<file path="src/rtl/comp_distance.sv">
// comp_distance: closed-tour length of a 30-city route for the route optimizer.
// A route is latched on start; legs {city_k, city_(k+1 mod 30)} are looked up
// in a fixed synchronous distance ROM and summed. A one-cycle done reports the
// result, which then stays on out until the next completed evaluation or reset.
module comp_distance #(
  parameter int NCITY = 30,
  parameter int CBITS = 5,
  parameter int DBITS = 7,
  parameter int OBITS = 12
) (
  input  logic                   clk,
  input  logic                   rst,
  input  logic                   start,
  input  logic [NCITY*CBITS-1:0] in,
  output logic [OBITS-1:0]       out,
  output logic                   done,
  output logic [2*CBITS-1:0]     dout_debug
);

  localparam int RBITS = NCITY * CBITS;
  localparam int ABITS = 2 * CBITS;
  localparam logic [CBITS-1:0] LAST_LEG = CBITS'(NCITY - 1);

  typedef enum logic [1:0] {
    S_IDLE   = 2'd0,
    S_RUN    = 2'd1,
    S_FINISH = 2'd2
  } state_t;

  state_t             state_q, state_d;
  logic [RBITS-1:0]   route_q, route_d;
  logic [CBITS-1:0]   leg_q, leg_d;
  logic [ABITS-1:0]   addr_q, addr_d;
  logic [DBITS-1:0]   rom_q, rom_d;
  logic [OBITS-1:0]   acc_q, acc_d;
  logic [OBITS-1:0]   out_q, out_d;
  logic               done_q, done_d;

  // Distance ROM contents: Manhattan distance on an 8x4 grid, scaled by 12.
  // Column is city[2:0], row is city[4:3]; result range is 0..120.
  function automatic logic [DBITS-1:0] dist_f(input logic [CBITS-1:0] a,
                                              input logic [CBITS-1:0] b);
    logic [2:0] dx;
    logic [1:0] dy;
    logic [3:0] sum;
    logic [7:0] prod;
    dx   = (a[2:0] >= b[2:0]) ? (a[2:0] - b[2:0]) : (b[2:0] - a[2:0]);
    dy   = (a[4:3] >= b[4:3]) ? (a[4:3] - b[4:3]) : (b[4:3] - a[4:3]);
    sum  = {1'b0, dx} + {2'b00, dy};
    prod = {4'b0000, sum} * 8'd12;
    return prod[DBITS-1:0];
  endfunction

  // Pick city k out of a packed route (city 0 in the LSBs).
  function automatic logic [CBITS-1:0] city_at(input logic [RBITS-1:0] r,
                                               input logic [CBITS-1:0] k);
    logic [7:0] base;
    base = {3'b000, k} * 8'd5;
    return r[base +: CBITS];
  endfunction

  // Successor leg index, wrapping the last city back to the first.
  function automatic logic [CBITS-1:0] next_idx(input logic [CBITS-1:0] k);
    logic [CBITS-1:0] n;
    if (k == LAST_LEG) begin
      n = {CBITS{1'b0}};
    end else begin
      n = k + {{(CBITS-1){1'b0}}, 1'b1};
    end
    return n;
  endfunction

  // Next-state logic: leg addressing, ROM lookup, accumulation and result.
  always_comb begin
    state_d = state_q;
    route_d = route_q;
    leg_d   = leg_q;
    addr_d  = addr_q;
    acc_d   = acc_q;
    out_d   = out_q;
    done_d  = 1'b0;
    // The ROM is read every cycle; data lags the address by one clock.
    rom_d   = dist_f(addr_q[ABITS-1:CBITS], addr_q[CBITS-1:0]);

    case (state_q)
      S_IDLE: begin
        if (start) begin
          // Route is captured here so later changes on in are ignored.
          route_d = in;
          acc_d   = {OBITS{1'b0}};
          leg_d   = {CBITS{1'b0}};
          addr_d  = {in[CBITS-1:0], in[2*CBITS-1:CBITS]};
          state_d = S_RUN;
        end else begin
          state_d = S_IDLE;
        end
      end

      S_RUN: begin
        // rom_q holds the distance of leg (leg_q-1) once leg 0 has been read.
        if (leg_q != {CBITS{1'b0}}) begin
          acc_d = acc_q + {{(OBITS-DBITS){1'b0}}, rom_q};
        end else begin
          acc_d = acc_q;
        end
        if (leg_q == LAST_LEG) begin
          // Last address stays on the bus; its data is summed in FINISH.
          state_d = S_FINISH;
        end else begin
          leg_d   = leg_q + {{(CBITS-1){1'b0}}, 1'b1};
          addr_d  = {city_at(route_q, leg_q + {{(CBITS-1){1'b0}}, 1'b1}),
                     city_at(route_q, next_idx(leg_q + {{(CBITS-1){1'b0}}, 1'b1}))};
          state_d = S_RUN;
        end
      end

      S_FINISH: begin
        out_d   = acc_q + {{(OBITS-DBITS){1'b0}}, rom_q};
        done_d  = 1'b1;
        state_d = S_IDLE;
      end

      default: begin
        state_d = S_IDLE;
      end
    endcase
  end

  // State and datapath registers with synchronous active-high reset.
  always_ff @(posedge clk) begin
    if (rst) begin
      state_q <= S_IDLE;
      route_q <= {RBITS{1'b0}};
      leg_q   <= {CBITS{1'b0}};
      addr_q  <= {ABITS{1'b0}};
      rom_q   <= {DBITS{1'b0}};
      acc_q   <= {OBITS{1'b0}};
      out_q   <= {OBITS{1'b0}};
      done_q  <= 1'b0;
    end else begin
      state_q <= state_d;
      route_q <= route_d;
      leg_q   <= leg_d;
      addr_q  <= addr_d;
      rom_q   <= rom_d;
      acc_q   <= acc_d;
      out_q   <= out_d;
      done_q  <= done_d;
    end
  end

  assign out        = out_q;
  assign done       = done_q;
  assign dout_debug = addr_q;

endmodule

</file>
<file path="config.mk">
export PLATFORM = sky130hd
export DESIGN_NAME = comp_distance
export DESIGN_NICKNAME = d
export VERILOG_FILES = /design/src/rtl/comp_distance.sv
export SDC_FILE = /design/constraint.sdc
export NUM_CORES = 1
export LEC_CHECK = 0
export BUFFER_PORTS_ARGS = -buffer_cell sky130_fd_sc_hd__buf_2
export CORE_ASPECT_RATIO = 1.75
export CORE_MARGIN = 2
export CORE_UTILIZATION = 40
export DETAILED_ROUTE_END_ITERATION = 6
export SLEW_MARGIN = 20
export SYNTH_ARGS = -nofsm -noshare
export SYNTH_HDL_FRONTEND = slang
export SYNTH_SLANG_ARGS = --single-unit
</file>
<file path="constraint.sdc">
create_clock -name clk -period 3.8 [get_ports clk]
set_input_delay 0.38 -clock clk [delete_from_list [all_inputs] [get_ports clk]]
set_output_delay 0.38 -clock clk [all_outputs]
set_load 0.01 [all_outputs]
</file>
==> impl_metrics.yaml <==
worst_hold_path:
  hold_depth: 3
  hold_start: "in[141]"
  min_path_type: "input pin to register"
  min_to: "route_q[141]"
sta:
  drv_slew: 0
  tightest_slew_ns: 0.967
  fin_crit_sh_pct: 87.1
  rsz0062_at_grt: "false"
  finClkSkew_ns: 0.0142
  finalSetupTns_ns: 0
  layout_min_cycle_time_ns: 3.31
  finalHoldViolCount: 0
  fin_ws_ns: 0.489
  max_freq_mhz: 302
  setup_violations: 0
  slew-limit-headroom_pct: 35.4
synthesis:
  yosysSeqAreaShare_pct: 36.8
  netlist_instances: 1321
  synth_ff_type: "dfxtp_1"
  yosysTopAreaCell: "dfxtp_1"
  ys_warn_count: 0
  async_flop_share_pct: 0
  yosysUniqueCellTypes: 72
  ys_seq_elements: 193
  synth_edf_count: 0
  postSynthAreaPerCell_um2: 7.96
  synth_top_area_share_pct: 36.8
  netlist_top_cells_area: "dfxtp_1 (37%), nand2_1 (13%), a21oi_1 (9.9%), mux4_2 (7.5%), mux2i_1 (3.7%)"
  synth_area_mm2: 0.0105
detailed_routing:
  ant_nets: 0
  drcViolationCount: 0
  vias_per_cell: 5.67
  wl_per_cell_um: 20.1
  drt-pass1-iter-count: 5
  drt-total-wl_um: 35600
  drt-initial-drc-count: 698
  vias: 10100
placed_design:
  gp_congestion: 1.01
  dpl_cell_area_mm2: 0.0116
  hpwl_um: 26900
  portBuffers: 173
  post-place-ws_ns: 0.511
floorplanning:
  die_height_um: 218
  die_area_mm2: 0.0276
  core_mm2: 0.0259
  start_util_pct: 40.6
  die-width_um: 127
  num_rows: 78
  io_pins: 176
setup_path:
  end_kind: "register"
  crit_type: "register to register"
  worstPathRequired_ns: 4.13
  reg2reg_to: "rom_q[6]"
  path_max_fanout: 5
  crit_start: "dout_debug[0]"
  reg2regPathDepth: 13
  reg2reg_slack_ns: 0.49
  r2r-start: "dout_debug[0]"
  cp-start-kind: "register"
  worstPathArrival_ns: 3.64
clock_network:
  cts-root-buf: "clkbuf_16"
  cts_resized: 0
  clkLatencyLatePin_ns: 0.46
  cts_buffer_depth: 2
  cts_buffers: 17
  htreeDepth: 4
  cts_tree: "built"
  clkTransAtPathRegs_ns: 0.07
  cts_sinks: 193
  postCtsSetupBuffers: 0
  cts_hold_buf: 0
flow_run:
  drv_cap: 0
grt:
  grt_first_pass_wirelength_um: 54500
  gr-usage-all-layers_pct: 26.0
  gr-total-overflow: 0
  grt_antenna_before_repair: 0
  grt_max_degree: 105
  grt_pass1_vias: 9742
pwr:
  cellLeakagePower_nw: 4.75
  p_per_area_mw_per_mm2: 439
  total_power_mw: 5.37
  irDropWorstVdd_mv: 0.359
layout:
  area_growth_pct: 16.3
  postLayoutCoreUtil_pct: 47.3
  fin_area_mm2: 0.0122
  drive_gt1_share_pct: 20.6
  fin_nets: 1619
  diodes: 0
status:
  status: "completed"
-- worst max-delay path: stages (launching register included) --
cell and delay (ns):
dfxtp_1 0.48, inv_1 0.08, ha_1 0.29, nand2b_1 0.11, a21oi_1 0.07, o21bai_1 0.21, mux2_2 0.39, fa_1 0.42
xnor2_1 0.29, ha_1 0.30, a21o_1 0.18, a21oi_1 0.18, o21a_1 0.14, nor3_1 0.04
-- report_power, final --
| group | switching [mW] | total [mW] | leakage, nW | internal (mW) |
|---|---|---|---|---|
| logic | 0.710 | 1.22 | 2.88 | 0.509 |
| registers | 0.126 | 2.28 | 1.58 | 2.15 |
| clock network | 0.818 | 1.87 | 0.287 | 1.06 |
| total | 1.65 | 5.37 | 4.75 | 3.72 |
-- worst max-delay path by stage --
stage	endpoint	slack [ns]	cells after the start
final	rom_q[6]	0.49	13
after floorplan	dout_debug[5]	0.56	13
after global placement	rom_q[6]	0.60	13
after global routing	rom_q[6]	0.36	13
after CTS	rom_q[6]	0.48	13
after detailed placement	rom_q[6]	0.51	13
-- area by class of cell --
type | instances | area (um2)
repair buffers | 201 | 1120
multi-input cells | 996 | 6120
fillers | 2697 | 13600
clock buffers | 20 | 447
well taps | 320 | 400
flip-flops and latches | 193 | 3870
clock inverters | 12 | 158
inverters | 30 | 113
-- per-stage QoR --
| step | hold WS (ns) | std cells |
|---|---|---|
| global placement | 0.439 | 1740 |
| detailed placement | 0.443 | 1740 |
| global route | 0.149 | 1772 |
| finish | 0.154 | 1772 |
| floorplan | 0.433 | 1322 |
| CTS | 0.126 | 1772 |
-- placed cells by master (no fill, tap or decap), drive strengths merged, types with 4 or more instances in the layout --
cell type / instances
dfxtp: 193
nand3: 22
ha: 21
a21oi: 207
nand4: 5
and2: 4
a31o: 7
a21boi: 4
a31oi: 10
mux4: 35
nor4: 5
nand2b: 8
clkbuf: 20
a211oi: 18
nor2b: 10
and3: 7
o21ai: 34
or3: 8
o22ai: 8
o31ai: 4
fa: 6
nor2: 60
o221ai: 5
xnor2: 11
buf: 201
xor2: 9
clkinv: 6
mux2: 9
o211ai: 7
o32ai: 5
mux2i: 39
nor3: 19
nand2: 363
inv: 30
-- per-layer routing --
| metal | GRT usage, % | up-vias | routed length, um |
|---|---|---|---|
| li1 | - | 4838 | - |
| met1 | 28.0 | 4787 | 13000 |
| met2 | 47.0 | 345 | 18800 |
| met3 | 3.35 | 86 | 1520 |
| met4 | 16.8 | 0 | 2280 |
| met5 | 0 | - | 0 |
-- cells by family after synthesis --
| kind of cell | after synthesis | synth area share [%] |
|---|---|---|
| buffers and inverters | 133 | 5.24 |
| and+or+nand+nor | 520 | 20.7 |
| muxes | 83 | 12.2 |
| AOI/OAI and AO/OA | 344 | 19.3 |
| DFF | 193 | 36.8 |
| adders and majority gates | 27 | 3.64 |
| xor gates and xnor gates | 20 | 2.13 |
| other | 1 | 0.0357 |
-- cells in the mapped netlist, types with 10 or more instances --
cell and instances:
nand2_1 363, nor3_1 18, nor2b_1 10, inv_1 28, clkbuf_1 70, mux4_2 35
buf_2 20, nor2_1 58, o21ai_0 32, nand3_1 21, a21oi_1 207, dfxtp_1 193
a31oi_1 10, ha_1 21, mux2i_1 39, a211oi_1 18
-- registers in the layout (all words and copies together) (netlist names) --
name,count
leg_q,5
done,1
route_q,150
state_q,2
dout_debug,10
rom_q,5
out,10
acc_q,10
Power figures use the tool's default switching activity.
